$ cat src/rtl/odo_div_pkg.sv
// Shared types and defaults for the odd/even divider scheduler.
package odo_div_pkg;

  localparam int CW      = 4;
  localparam int DEF_DIV = 9;
  localparam int MIN_DIV = 2;

  typedef enum logic [1:0] {
    IDLE      = 2'd0,
    RUN       = 2'd1,
    STOP_PEND = 2'd2
  } state_t;

  // Number of posedge cycles the phase level stays high in one period.
  function automatic logic [CW-1:0] half(input logic [CW-1:0] n);
    return n >> 1;
  endfunction

endpackage

$ cat src/rtl/odo_div_phase_cnt.sv
// Period counter: counts 0..N-1, flags the terminal count and decodes
// the phase level for the value the counter is about to take.
module odo_div_phase_cnt
  import odo_div_pkg::*;
#(
  parameter int CW_P = odo_div_pkg::CW
) (
  input  logic            clk,
  input  logic            rst,
  input  logic            count_en,
  input  logic            clr,
  input  logic [CW_P-1:0] ratio,
  input  logic [CW_P-1:0] ratio_next,
  output logic [CW_P-1:0] cnt_next,
  output logic            terminal,
  output logic            pos_next
);

  logic [CW_P-1:0] cnt;

  // Next count: hold at zero when cleared, otherwise wrap at N-1.
  always_comb begin
    terminal = (cnt == (ratio - CW_P'(1)));
    cnt_next = cnt;
    if (clr) begin
      cnt_next = '0;
    end else if (count_en) begin
      cnt_next = terminal ? '0 : cnt + CW_P'(1);
    end
    // The ratio that will be active alongside cnt_next sets the high time.
    pos_next = (cnt_next < CW_P'(half(CW'(ratio_next))));
  end

  // Counter register.
  always_ff @(posedge clk or posedge rst) begin
    if (rst) begin
      cnt <= '0;
    end else begin
      cnt <= cnt_next;
    end
  end

endmodule

$ cat src/rtl/odo_div_sched.sv
// Scheduler for the odd/even clock divider: owns the active ratio, a
// one-deep pending ratio slot and the run/stop state. Ratio changes take
// effect only at a period boundary so the divided clock never glitches.
module odo_div_sched
  import odo_div_pkg::*;
#(
  parameter int CW_P      = odo_div_pkg::CW,
  parameter int DEF_DIV_P = odo_div_pkg::DEF_DIV,
  parameter int MIN_DIV_P = odo_div_pkg::MIN_DIV
) (
  input  logic            clk,
  input  logic            rst,
  input  logic            enable,
  input  logic            cfg_valid,
  input  logic [CW_P-1:0] cfg_div,
  output logic            cfg_ready,
  output logic            cfg_err,
  output logic            div_pos,
  output logic            div_odd,
  output logic            tick,
  output logic            busy,
  output logic [CW_P-1:0] div_cur
);

  localparam logic [CW_P-1:0] DEF_N = CW_P'(DEF_DIV_P);
  localparam logic [CW_P-1:0] MIN_N = CW_P'(MIN_DIV_P);

  state_t          state, state_next;
  logic [CW_P-1:0] ratio, ratio_next;
  logic [CW_P-1:0] pend_div, pend_div_next;
  logic            pend_valid, pend_valid_next;
  logic [CW_P-1:0] cnt_next;
  logic            terminal, pos_next;
  logic            accept, legal, wrap, running_next;

  odo_div_phase_cnt #(.CW_P(CW_P)) u_cnt (
    .clk        (clk),
    .rst        (rst),
    .count_en   (state != IDLE),
    .clr        (state == IDLE),
    .ratio      (ratio),
    .ratio_next (ratio_next),
    .cnt_next   (cnt_next),
    .terminal   (terminal),
    .pos_next   (pos_next)
  );

  // Next-state, ratio and pending-slot decisions for this cycle.
  always_comb begin
    accept          = cfg_valid && cfg_ready;
    legal           = (cfg_div >= MIN_N);
    wrap            = (state != IDLE) && terminal;
    state_next      = state;
    ratio_next      = ratio;
    pend_valid_next = pend_valid;
    pend_div_next   = pend_div;

    case (state)
      IDLE:      state_next = enable ? RUN : IDLE;
      RUN:       state_next = enable ? RUN : STOP_PEND;
      STOP_PEND: state_next = enable ? RUN : (terminal ? IDLE : STOP_PEND);
      default:   state_next = IDLE;
    endcase

    // Only a request stored before this boundary may take effect here.
    if (wrap && pend_valid) begin
      ratio_next      = pend_div;
      pend_valid_next = 1'b0;
    end

    // Idle has no period in flight, so a legal ratio applies directly.
    if (accept && legal) begin
      if (state == IDLE) begin
        ratio_next = cfg_div;
      end else begin
        pend_valid_next = 1'b1;
        pend_div_next   = cfg_div;
      end
    end

    running_next = (state_next != IDLE);
  end

  // State, ratio storage and registered outputs aligned with the counter.
  always_ff @(posedge clk or posedge rst) begin
    if (rst) begin
      state      <= IDLE;
      ratio      <= DEF_N;
      pend_valid <= 1'b0;
      pend_div   <= '0;
      div_pos    <= 1'b0;
      div_odd    <= DEF_N[0];
      tick       <= 1'b0;
      busy       <= 1'b0;
      cfg_ready  <= 1'b1;
      cfg_err    <= 1'b0;
      div_cur    <= DEF_N;
    end else begin
      state      <= state_next;
      ratio      <= ratio_next;
      pend_valid <= pend_valid_next;
      pend_div   <= pend_div_next;
      div_pos    <= running_next && pos_next;
      div_odd    <= ratio_next[0];
      tick       <= running_next && (cnt_next == '0);
      busy       <= running_next;
      cfg_ready  <= !pend_valid_next;
      cfg_err    <= accept && !legal;
      div_cur    <= ratio_next;
    end
  end

endmodule
$ cat config.mk
export PLATFORM = sky130hd
export DESIGN_NAME = odo_div_sched
export DESIGN_NICKNAME = d
export VERILOG_FILES = /design/src/rtl/odo_div_pkg.sv /design/src/rtl/odo_div_phase_cnt.sv /design/src/rtl/odo_div_sched.sv
export SDC_FILE = /design/constraint.sdc
export NUM_CORES = 1
export LEC_CHECK = 0
export ABC_CLOCK_PERIOD_IN_PS = 3850
export BUFFER_PORTS_ARGS = -buffer_cell sky130_fd_sc_hd__buf_2
export CORE_MARGIN = 3
export CORE_UTILIZATION = 54
export DETAILED_ROUTE_END_ITERATION = 6
export GPL_TIMING_DRIVEN = 0
export MAX_ROUTING_LAYER = met4
export PLACE_DENSITY = 0.77
export SYNTH_ARGS = -nofsm -noshare
export SYNTH_HDL_FRONTEND = slang
export SYNTH_HIERARCHICAL = 1
export SYNTH_SLANG_ARGS = --single-unit
$ cat constraint.sdc
create_clock -name clk -period 3.85 [get_ports clk]
set_input_delay 0.385 -clock clk [delete_from_list [all_inputs] [get_ports clk]]
set_output_delay 0.385 -clock clk [all_outputs]
set_load 0.01 [all_outputs]
==> summary.txt, run 1 <==
Status
  • Status: completed

Drt
  • DRT iter0 DRCs: 14
  • Average wire per standard cell: ~13 um
  • WL final: ~1800 um
  • DRC viols: 0
  • Vias per inst: 5.43
  • Number of routed nets with antenna violations: 0
  • TritonRoute pass-1 iters: 4
  • Vias: around 750

Finish
  • Nets: approximately 130
  • Syn-to-layout area delta: 15.6%
  • Layout cell share with drive strength beyond 1: 37.2%
  • Commonest non-fill, non-tap cells in the layout: dfrtp_1 (17), buf_2 (17), mux2_2 (12)
  • Fill count: 140
  • Finished layout cell area: about 0.0012 mm2
  • Multi-input gate area: approximately 510 um2
  • Antenna cells: 0
  • Reg area: a little over 500 um2

Placement
  • Gp weighted congestion: between 0.8 and 0.9
  • I/O Buffers: 17
  • Placed Area: between 0.001 and 0.0015 mm2
  • Post-DP HPWL: 1440 um

Timing
  • Max Freq: ~310 MHz
  • Min Clock Period, post-route: 3.20 ns
  • Period utilization: ~83%
  • Clock Skew: around 0.008 ns
  • Rel. slew slack: between 50 and 60%
  • Actual slew at the worst max-slew pin: about 0.61 ns
  • Slew Viols, Final: 0
  • Setup TNS: 0 ns
  • Final setup viols: 0
  • RSZ-0062 raised after global routing: no
  • Final Hold Vio Count: 0

Power
  • Lkg Pwr: just under 0.6 nW
  • Pwr dens: between 700 and 800 mW/mm2
  • Design internal power: 0.577 mW
  • Sequential share of power: 40.0%
  • Sw Share: 36.6%
  • Logic pwr share: between 40% and 50%
  • Clock Power Share: a little over an eighth
  • Switching power: 0.334 mW
  • VDD IR max: approximately 420 uV

Worst setup path
  • Worst Setup SP: ratio[0]
  • Data required time of the critical path: between 4 and 5 ns
  • Crit-path max FO: 6
  • R2R Path Start: ratio[0]
  • Crit. End Element: register
  • Critical path launch point type: register
  • Setup CP Type: reg2reg
  • Arrival time at the worst endpoint: 3.41 ns

Die
  • Core Footprint: around 0.0018 mm2
  • IO Count: 18
  • Total die area: 0.00250 mm2
  • Die Width: 50.0 um
  • Row count: 15
  • Initial Util: around three fifths
  • Die height: between 40 and 50 um

Global routing
  • Global-route wire length before repair: between 3000 and 4000 um
  • Largest net degree at the start of global routing: 17
  • GRT overflow: 0
  • Vias in the first global route: about 740
  • Initial antenna violation count: 0
  • Tot GR Track Use: between 10% and 20%
  • Gr busiest metal: met2
  • Met2 usage: between 20% and 30%
  • Met3 Use GR: under 10%
  • Met1 usage: 21.9%

Clock tree
  • Post-cts sizing count: 0
  • CTS Buffer Depth: 2
  • Clk_lat worst skew: 0.30 ns
  • Post-CTS Hold Buffers: 1
  • Clock root cell: clkbuf_4
  • Clk slew on worst S/H paths: approximately 0.11 ns
  • H-tree levels: 1
  • CTS tree: yes
  • Total CTS buffers: 3
  • Setup bufs post-CTS: 0
  • CTS sink count: 20

Synth
  • Post-synthesis cell count: between 90 and 100
  • Post-synth net total: a little over 100
  • Synthesized area per cell: 11.5 um2
  • Yosys warnings: 6
  • Syn Std Cell Area: approximately 0.0010 mm2
  • Synth cell types: 32
  • Yosys top cell by area: dfrtp_1
  • Area contributors post-synth: dfrtp_1 (41%), mux2_2 (13%), dfstp_2 (7.5%)
  • Yosys reg bits: 20
  • Sequential area share after synthesis: about half
  • Post-synth top area share: around 41%

Run
  • Max-Cap Viols: 0

Hold path
  • Hold WC Path Type: in2reg
  • Worst Min Path Start: enable
worst max-delay path, cell delays in order, from the launching register on:
cell	delay, ns
dfstp_2	0.60
inv_1	0.06
ha_1	0.20
xor2_1	0.15
xnor2_1	0.23
and4_2	0.29
o211ai_2	0.15
mux2_2	0.29
mux2_2	0.29
inv_1	0.06
ha_1	0.23
a21oi_1	0.15
o21ai_0	0.10
a21oi_1	0.13
a21boi_0	0.18
worst paths after layout:
check                                to  slack [ns]  cells after the start
setup / recovery                div_pos        0.65                     14
hold reg to reg               cfg_ready        0.48                      1
hold / removal                 state[1]        0.26                      2
setup reg to reg                div_pos        0.65                     14
max in group asynchronous          tick        2.76                      3
min in group asynchronous  u_cnt/cnt[3]        0.51                      3
cell type report:
class | count | share of cell area, %
multi-input combinational | 63 | 42.0
clock buffer | 4 | 3.01
sequential | 20 | 41.8
timing repair buffer | 18 | 7.88
tap | 25 | 2.59
buffer | 1 | 0.622
inverter | 7 | 2.18
routing by layer:
layer	share of wire, %	vias up
met5	0	-
met4	0.77	0
met3	5.4	2
met2	51	22
met1	43	358
li1	-	367
logic make-up (layout without fill, tap and decap cells):
group,Yosys count,count (layout),synth area share [%]
AND/OR/NAND/NOR,22,22,12.7
buffers and inverters,8,30,3.23
multiplexers,13,13,13.9
adder cells (fa/ha/maj),4,4,4.79
flip-flops,20,20,48.3
AO/OA/AOI/OAI,15,15,9.58
XOR/XNOR,9,9,7.55
stage by stage:
stage | hold WS [ns] | utilization [%] | setup slack, ns | cells | power, mW
4_1_cts | 0.244 | 67.7 | 0.649 | 138 | 0.921
6_report | 0.256 | 67.7 | 0.653 | 138 | 0.911
2_1_floorplan | 0.151 | - | 0.927 | 91 | 0.682
3_5_place_dp | 0.280 | 65.1 | 0.693 | 133 | 0.798
5_1_grt | 0.240 | 67.7 | 0.339 | 138 | 0.997
3_3_place_gp | 0.276 | 65.1 | 0.743 | 133 | 0.779
power groups by stage:
| stage | clock network, mW | logic, mW | registers [mW] |
|---|---|---|---|
| 6_report | 0.121 | 0.426 | 0.364 |
| 5_1_grt | 0.135 | 0.487 | 0.374 |
| 4_1_cts | 0.125 | 0.432 | 0.364 |
| 3_5_place_dp | 0 | 0.429 | 0.369 |
| 3_3_place_gp | 0 | 0.416 | 0.363 |
| 2_1_floorplan | 0 | 0.309 | 0.373 |
state kept, by name (all words and copies together) (netlist names):
register	flops
cfg_err	1
pend_div	4
ratio	4
cfg_ready	1
tick	1
pend_valid	1
div_pos	1
u_cnt/cnt	4
state	2
busy	1
cells in the mapped netlist (all sizes together):
master / n
or4: 1
nor2: 2
dfstp: 3
o311ai: 1
buf: 1
a21oi: 5
a21o: 1
nor3: 5
or2b: 1
ha: 4
nor2b: 1
o21a: 1
nor4: 1
xor2: 6
nand2: 4
and3: 2
xnor2: 3
dfrtp: 17
and4: 1
nand2b: 1
nand3: 1
mux2: 12
o22ai: 1
nand4: 1
o211ai: 1
mux2i: 1
o21ai: 2
a21boi: 2
o21bai: 1
inv: 7
or3: 1
Power figures use the tool's default switching activity.
==> run 2: changes to the inputs <==
--- a/config.mk
+++ b/config.mk
@@ -5,14 +5,14 @@
 export SDC_FILE = /design/constraint.sdc
 export NUM_CORES = 1
 export LEC_CHECK = 0
-export ABC_CLOCK_PERIOD_IN_PS = 3850
+export ABC_CLOCK_PERIOD_IN_PS = 2640
 export BUFFER_PORTS_ARGS = -buffer_cell sky130_fd_sc_hd__buf_2
 export CORE_MARGIN = 3
-export CORE_UTILIZATION = 54
+export CORE_UTILIZATION = 48
 export DETAILED_ROUTE_END_ITERATION = 6
 export GPL_TIMING_DRIVEN = 0
 export MAX_ROUTING_LAYER = met4
-export PLACE_DENSITY = 0.77
+export PLACE_DENSITY = 0.73
 export SYNTH_ARGS = -nofsm -noshare
 export SYNTH_HDL_FRONTEND = slang
 export SYNTH_HIERARCHICAL = 1
==> constraint.sdc (replaced) <==
create_clock -name clk -period 2.64 [get_ports clk]
set_input_delay 0.264 -clock clk [delete_from_list [all_inputs] [get_ports clk]]
set_output_delay 0.264 -clock clk [all_outputs]
set_load 0.01 [all_outputs]
==> summary.txt, run 2 (synthesized netlist as in run 1, its figures left out) <==
Global routing
  • Initial antenna violation count: 0 (unchanged)
  • Largest net degree at the start of global routing: 17 (unchanged)
  • GRT overflow: 0 (unchanged)
  • Vias in the first global route: 746 (+1.1%)
  • Tot GR Track Use: 17.4% (-0.36 points)
  • Global-route wire length before repair: 3420 um (+4.9%)

Die
  • Core Footprint: 0.00200 mm2 (+12%)
  • Row count: 16 (+1)
  • Die height: 52.7 um (+5.3%)
  • IO Count: 18 (unchanged)
  • Total die area: 0.00277 mm2 (+11%)
  • Die Width: 52.7 um (+5.3%)
  • Initial Util: 52.2% (-6.4 points)

Worst setup path
  • Worst path cell trace: inv_2, ha_4, xor2_1, xnor2_1, and4_4, o211ai_4, mux2_4, mux2_4, inv_2, ha_4, a21oi_2, o21ai_1, a21oi_1, a21boi_2
  • Max incr delay on CP: 0.56 ns (-0.04 ns)
  • Data required time of the critical path: 2.87 ns (-1.20 ns)
  • Setup CP Type: reg2reg
  • Critical path launch point type: register
  • Crit-path slowest cell: dfstp_2
  • Crit. End Element: register
  • Crit-path max FO: 4 (-2)
  • Arrival time at the worst endpoint: 3.06 ns (-0.35 ns)

Timing
  • Final Hold Vio Count: 0 (unchanged)
  • Actual slew at the worst max-slew pin: 0.630 ns (+0.0219 ns)
  • Max Freq: 353 MHz (+13%)
  • Slew Viols, Final: 0 (unchanged)
  • Min Clock Period, post-route: 2.84 ns (-0.361 ns)
  • RSZ-0062 raised after global routing: yes
  • Period utilization: 107% (+24 points)
  • Clock Skew: 0.00803 ns (+0.000198 ns)
  • Final setup viols: 1 (+1)
  • PnR worst setup slack: -0.196 ns (-0.849 ns)
  • Rel. slew slack: 58.0% (-1.5 points)

Finish
  • Nets: 132 (+4.8%)
  • Fill count: 164 (+17%)
  • Reg area: 504 um2 (unchanged)
  • Utilization after layout: 65.4% (-2.3 points)
  • Commonest non-fill, non-tap cells in the layout: dfrtp_1 (17), buf_2 (17), mux2_2 (10)
  • Largest regs: pend_div x4, ratio x4, u_cnt/cnt x4
  • Syn-to-layout area delta: 25.4%
  • Finished layout cell area: 0.00131 mm2 (+8.5%)
  • Antenna cells: 0 (unchanged)
  • Layout cell share with drive strength beyond 1: 47.1% (+9.9 points)
  • Multi-input gate area: 562 um2 (+11%)

Clock tree
  • Clk_lat worst skew: 0.30 ns (about the same)
  • CTS Buffer Depth: 2 (unchanged)
  • CTS tree: yes
  • CTS sink count: 20 (unchanged)
  • Clk slew on worst S/H paths: 0.12 ns (about the same)
  • Clock root cell: clkbuf_4
  • Total CTS buffers: 3 (unchanged)
  • H-tree levels: 1 (unchanged)

Drt
  • Vias per inst: 5.31 (-2.2%)
  • Number of routed nets with antenna violations: 0 (unchanged)
  • DRC viols: 0 (unchanged)
  • Average wire per standard cell: 13.5 um (+2.9%)
  • DRT iter0 DRCs: 8 (-6)
  • TritonRoute pass-1 iters: 4 (unchanged)
  • Vias: 775 (+3.5%)
  • WL final: 1970 um (+8.9%)

Placement
  • I/O Buffers: 17 (unchanged)
  • Gp weighted congestion: 0.733 (-14%)
  • Placed Area: 0.00122 mm2 (+4.7%)
  • Post-DP HPWL: 1480 um (+3.1%)

Power
  • Total Power: 1.51 mW (+65%)
  • Lkg Pwr: 0.622 nW (+6.6%)
  • VDD IR max: 666 uV (+58%)
  • Pwr dens: 1150 mW/mm2 (+52%)

Run
  • Max-Cap Viols: 0 (unchanged)

Hold path
  • Hold WC Path Type: in2reg

Status
  • Status: finished with violations
  • Failing checks: setup timing
run 2: changes by cell type in the layout (fill, tap and decap cells not counted), sizes merged:
cell	previous run	this run
buf	18	24
run 2: routing by layer:
metal  vias up  wire length, um  GRT usage (%)
li1        381                -              -
met1       381              942           21.8
met2        11              956           27.7
met3         2               57           3.42
met4         0               14           6.38
met5         -                0              -
run 2: critical path, delay by kind of cell, from the launching register on:
family          cells  cell delay (ns)
fa+ha+maj           2             0.33
compound gates      5             0.57
simple gates        1             0.27
xor+xnor            2             0.32
buf+inv             2             0.11
mux                 2             0.59
flops               1             0.56
run 2: path summary, 6_finish.rpt:
path | slack, ns | cells past startpoint | to | startpoint
max | -0.20 | 14 | div_pos | ratio[0]
min | 0.13 | 2 | state[1] | enable
max reg2reg | -0.20 | 14 | div_pos | ratio[0]
min in group asynchronous | 0.40 | 3 | u_cnt/cnt[3] | rst
max in group asynchronous | 1.63 | 3 | state[1] | rst
min reg2reg | 0.51 | 2 | cfg_err | cfg_ready
run 2: layout make-up:
class,instances,area share (%)
multi-input cells,63,42.9
well taps,27,2.58
inverters,7,2.01
plain buffers,1,0.573
repair buffers,24,10.7
flip-flops and latches,20,38.5
clock buffers,4,2.77
run 2: per-stage QoR:
step	cells	TNS (ns)	setup WS [ns]	hold WS (ns)
after detailed placement	135	-0.338	-0.338	0.160
after CTS	146	-0.179	-0.179	0.118
after floorplan	91	-0.141	-0.141	0.0301
after global placement	135	-0.285	-0.285	0.153
after global routing	146	-0.317	-0.317	0.116
final	146	-0.196	-0.196	0.132
run 2: repair_timing:
action / 4_1_cts / 5_1_grt
buffers inserted: 6 / 0
endpoints found under the hold margin: 4 / 0
pin swaps: 2 / 0
hold buffers: 1 / 0
resized for setup: 0 / 1
setup endpoints to repair: 1 / 1
run 2: where the power goes:
part | total [mW] | switching (mW) | internal (mW)
Clock | 0.176 | 0.0920 | 0.0840
Combinational | 0.805 | 0.363 | 0.442
Sequential | 0.526 | 0.0911 | 0.435
==> run 3: changes to the inputs <==
--- a/config.mk
+++ b/config.mk
@@ -5,14 +5,16 @@
 export SDC_FILE = /design/constraint.sdc
 export NUM_CORES = 1
 export LEC_CHECK = 0
-export ABC_CLOCK_PERIOD_IN_PS = 2640
+export ABC_AREA = 1
+export ABC_CLOCK_PERIOD_IN_PS = 3560
 export BUFFER_PORTS_ARGS = -buffer_cell sky130_fd_sc_hd__buf_2
+export CAP_MARGIN = 10
 export CORE_MARGIN = 3
-export CORE_UTILIZATION = 48
+export CORE_UTILIZATION = 59
 export DETAILED_ROUTE_END_ITERATION = 6
 export GPL_TIMING_DRIVEN = 0
 export MAX_ROUTING_LAYER = met4
-export PLACE_DENSITY = 0.73
+export PLACE_DENSITY = 0.82
 export SYNTH_ARGS = -nofsm -noshare
 export SYNTH_HDL_FRONTEND = slang
 export SYNTH_HIERARCHICAL = 1
==> constraint.sdc (replaced) <==
create_clock -name clk -period 3.56 [get_ports clk]
set_input_delay 0.356 -clock clk [delete_from_list [all_inputs] [get_ports clk]]
set_output_delay 0.356 -clock clk [all_outputs]
set_load 0.01 [all_outputs]
==> summary.txt, run 3 <==
Die
  • Initial Util: 65.7% (+14 points)
  • Core Footprint: 0.00180 mm2 (-10%)
  • Die height: 50.8 um (-3.5%)
  • IO Count: 18 (unchanged)
  • Total die area: 0.00258 mm2 (-7.0%)
  • Die Width: 50.8 um (-3.5%)
  • Row count: 15 (-1)

Synth
  • Syn Std Cell Area: 0.00118 mm2 (+13%)
  • Post-synth net total: 167 (+62%)
  • Post-synth top area share: 35.9% (-4.8 points)
  • Yosys top cell by area: dfrtp_1
  • Synthesized area per cell: 7.64 um2 (-33%)
  • Ys async rst share: 100% (unchanged)
  • Most common library cells after synthesis: nand2_1 (49), inv_1 (32), dfrtp_1 (17), nand3_1 (8), nand4_1 (7)
  • Yosys warnings: 6 (unchanged)
  • Sequential area share after synthesis: 42.6% (-5.7 points)
  • Synth cell types: 25 (-22%)
  • Post-synthesis cell count: 155 (+70%)
  • Area contributors post-synth: dfrtp_1 (36%), nand2_1 (16%), inv_1 (10%)
  • Post-synth EDFFs: 0 (unchanged)
  • Yosys reg bits: 20 (unchanged)
  • Main synth FF type: dfrtp_1
  • Most common cell in the netlist: nand2_1

Timing
  • PnR worst setup slack: 0.873 ns (+1.07 ns)
  • Rel. slew slack: 58.3% (+0.32 points)
  • Final setup viols: 0 (-1)
  • Final Hold Vio Count: 0 (unchanged)
  • Slew Viols, Final: 0 (unchanged)
  • Setup TNS: 0 ns (+0.196 ns)
  • Period utilization: 75.5% (-32 points)
  • Min Clock Period, post-route: 2.69 ns (-0.149 ns)
  • Clock Skew: 0.00365 ns (-0.00438 ns)
  • RSZ-0062 raised after global routing: no
  • Max Freq: 372 MHz (+5.6%)
  • Actual slew at the worst max-slew pin: 0.625 ns (-0.00482 ns)

Global routing
  • Vias in the first global route: 964 (+29%)
  • GRT overflow: 0 (unchanged)
  • Largest net degree at the start of global routing: 17 (unchanged)
  • Tot GR Track Use: 20.7% (+3.4 points)
  • Global-route wire length before repair: 3980 um (+17%)
  • Initial antenna violation count: 0 (unchanged)

Clock tree
  • Total CTS buffers: 3 (unchanged)
  • Setup bufs post-CTS: 0 (-6)
  • H-tree levels: 1 (unchanged)
  • Post-CTS Hold Buffers: 1 (unchanged)
  • Clock root cell: clkbuf_4
  • Post-cts sizing count: 0 (unchanged)
  • Clk slew on worst S/H paths: 0.12 ns (about the same)
  • Clk_lat worst skew: 0.29 ns (about the same)
  • CTS sink count: 20 (unchanged)
  • CTS Buffer Depth: 2 (unchanged)
  • CTS tree: yes

Placement
  • Post-DP HPWL: 1760 um (+19%)
  • Gp weighted congestion: 0.787 (+7.3%)
  • Placed Cells: 197 (+46%)
  • I/O Buffers: 17 (unchanged)
  • Place WS: 0.904 ns (+1.24 ns)

Drt
  • DRT iter0 DRCs: 30 (+22)
  • Vias per inst: 4.86 (-8.5%)
  • Vias: 981 (+27%)
  • Average wire per standard cell: 11.1 um (-18%)
  • Number of routed nets with antenna violations: 0 (unchanged)
  • DRC viols: 0 (unchanged)
  • TritonRoute pass-1 iters: 4 (unchanged)
  • WL final: 2240 um (+13%)

Worst setup path
  • Crit-path slowest cell: dfstp_2
  • Setup CP Type: reg2reg
  • Arrival time at the worst endpoint: 2.93 ns (-0.13 ns)
  • Crit. End Element: register
  • Critical path launch point type: register
  • Crit path top cell by count: nand2_1
  • Max incr delay on CP: 0.58 ns (+0.02 ns)
  • R2R Path Start: ratio[0]
  • Data required time of the critical path: 3.81 ns (+0.94 ns)
  • Worst Setup SP: ratio[0]
  • Worst path cell trace: inv_1, ha_1, xor2_1, nand2_1, nor2_2, nand2_1, inv_1, nand3_2, nand2_1, nand3_1, nand2_1, inv_1, ha_1, nand2_1, nand2_1, a21oi_2, nand2_1, inv_1
  • Crit-path max FO: 6 (+2)

Status
  • Status: completed

Hold path
  • Hold WC Path Type: in2reg
  • Worst Min Path Start: cfg_div[0]

Power
  • Design internal power: 0.405 mW (-58%)
  • VDD IR max: 434 uV (-35%)
  • Clock Power Share: 32.7% (+21 points)
  • Lkg Pwr: 0.797 nW (+28%)
  • Sequential share of power: 46.4% (+12 points)
  • Logic pwr share: 20.9% (-33 points)
  • Pwr dens: 411 mW/mm2 (-64%)
  • Switching power: 0.156 mW (-71%)
  • Sw Share: 27.8% (-8.4 points)

Finish
  • Nets: 190 (+44%)
  • Largest regs: pend_div x4, ratio x4, u_cnt/cnt x4
  • Non-filler cells, final: 202 (+38%)
  • Layout cell share with drive strength beyond 1: 24.3% (-23 points)
  • Commonest non-fill, non-tap cell in the layout: nand2_1
  • Commonest non-fill, non-tap cells in the layout: nand2_1 (49), inv_1 (32), dfrtp_1 (17), buf_2 (17), nand3_1 (8)
  • Syn-to-layout area delta: 15.1%
  • Antenna cells: 0 (unchanged)

Run
  • Max-Cap Viols: 0 (unchanged)
## run 3: changes by cell type after synthesis, moves of 5 or more
cell / previous run / this run
nand2_1: 4 / 49
inv_1: 7 / 32
mux2_2: 12 / 0
nand3_1: 1 / 8
inv_2: 0 / 6
nand4_1: 1 / 7
nor3_1: 5 / 0
## run 3: logic make-up after synthesis
group           Yosys count  share of synthesized area, %
compound gates            7                          3.59
xor+xnor                  4                          2.96
fa+ha+maj                 4                          4.23
buf+inv                  40                          13.1
flops                    20                          42.6
simple gates             80                          33.5
## run 3: cell type report
class / instances / area (um2)
Sequential cell: 20 / 504
Multi-Input combinational cell: 95 / 524
Timing Repair Buffer: 18 / 95.1
Clock inverter: 1 / 30.0
Inverter: 38 / 143
Clock buffer: 3 / 22.5
Buffer: 2 / 12.5
Fill cell: 145 / 439
Tap cell: 25 / 31.3
## run 3: power by group through the flow
stage	combinational, mW	clock, mW	sequential, mW
after detailed placement	0.117	0	0.264
final	0.117	0.183	0.260
after CTS	0.118	0.188	0.260
after global placement	0.110	0	0.264
after global routing	0.134	0.199	0.263
after floorplan	0.0820	0	0.266
## run 3: critical path: cells and delay by family (launching register included)
family	cells	cell delay, ns
AOI/OAI and AO/OA	1	0.12
and+or+nand+nor	10	0.86
xor gates and xnor gates	1	0.13
DFF	1	0.58
buffers and inverters	4	0.38
adders and majority gates	2	0.58
## run 3: per-layer routing
metal	part of all wire (%)	routed length [um]	vias to the layer above	GRT usage [%]
li1	-	-	513	-
met1	44	990	447	25.4
met2	52	1160	19	36.1
met3	2.9	64	2	1.78
met4	0.76	17	0	6.73
met5	0	0	-	-
## run 3: path summary, 6_finish.rpt
kind / slack, ns / cells past startpoint / to
worst max-delay path: 0.87 / 18 / div_pos
worst min-delay path: 0.27 / 3 / ratio[0]
worst max register to register: 0.87 / 18 / div_pos
worst min register to register: 0.50 / 2 / pend_div[2]
max in group asynchronous: 2.48 / 3 / cfg_err
min in group asynchronous: 0.48 / 3 / u_cnt/cnt[2]
## run 3: through the flow
step	cell area (um2)	util (%)	hold slack [ns]	power [mW]
final	1360	75.6	0.267	0.561
after floorplan	1180	-	0.122	0.348
after global placement	1300	72.2	0.242	0.374
after global routing	1360	75.6	0.252	0.597
after detailed placement	1300	72.2	0.249	0.381
after CTS	1360	75.6	0.261	0.566
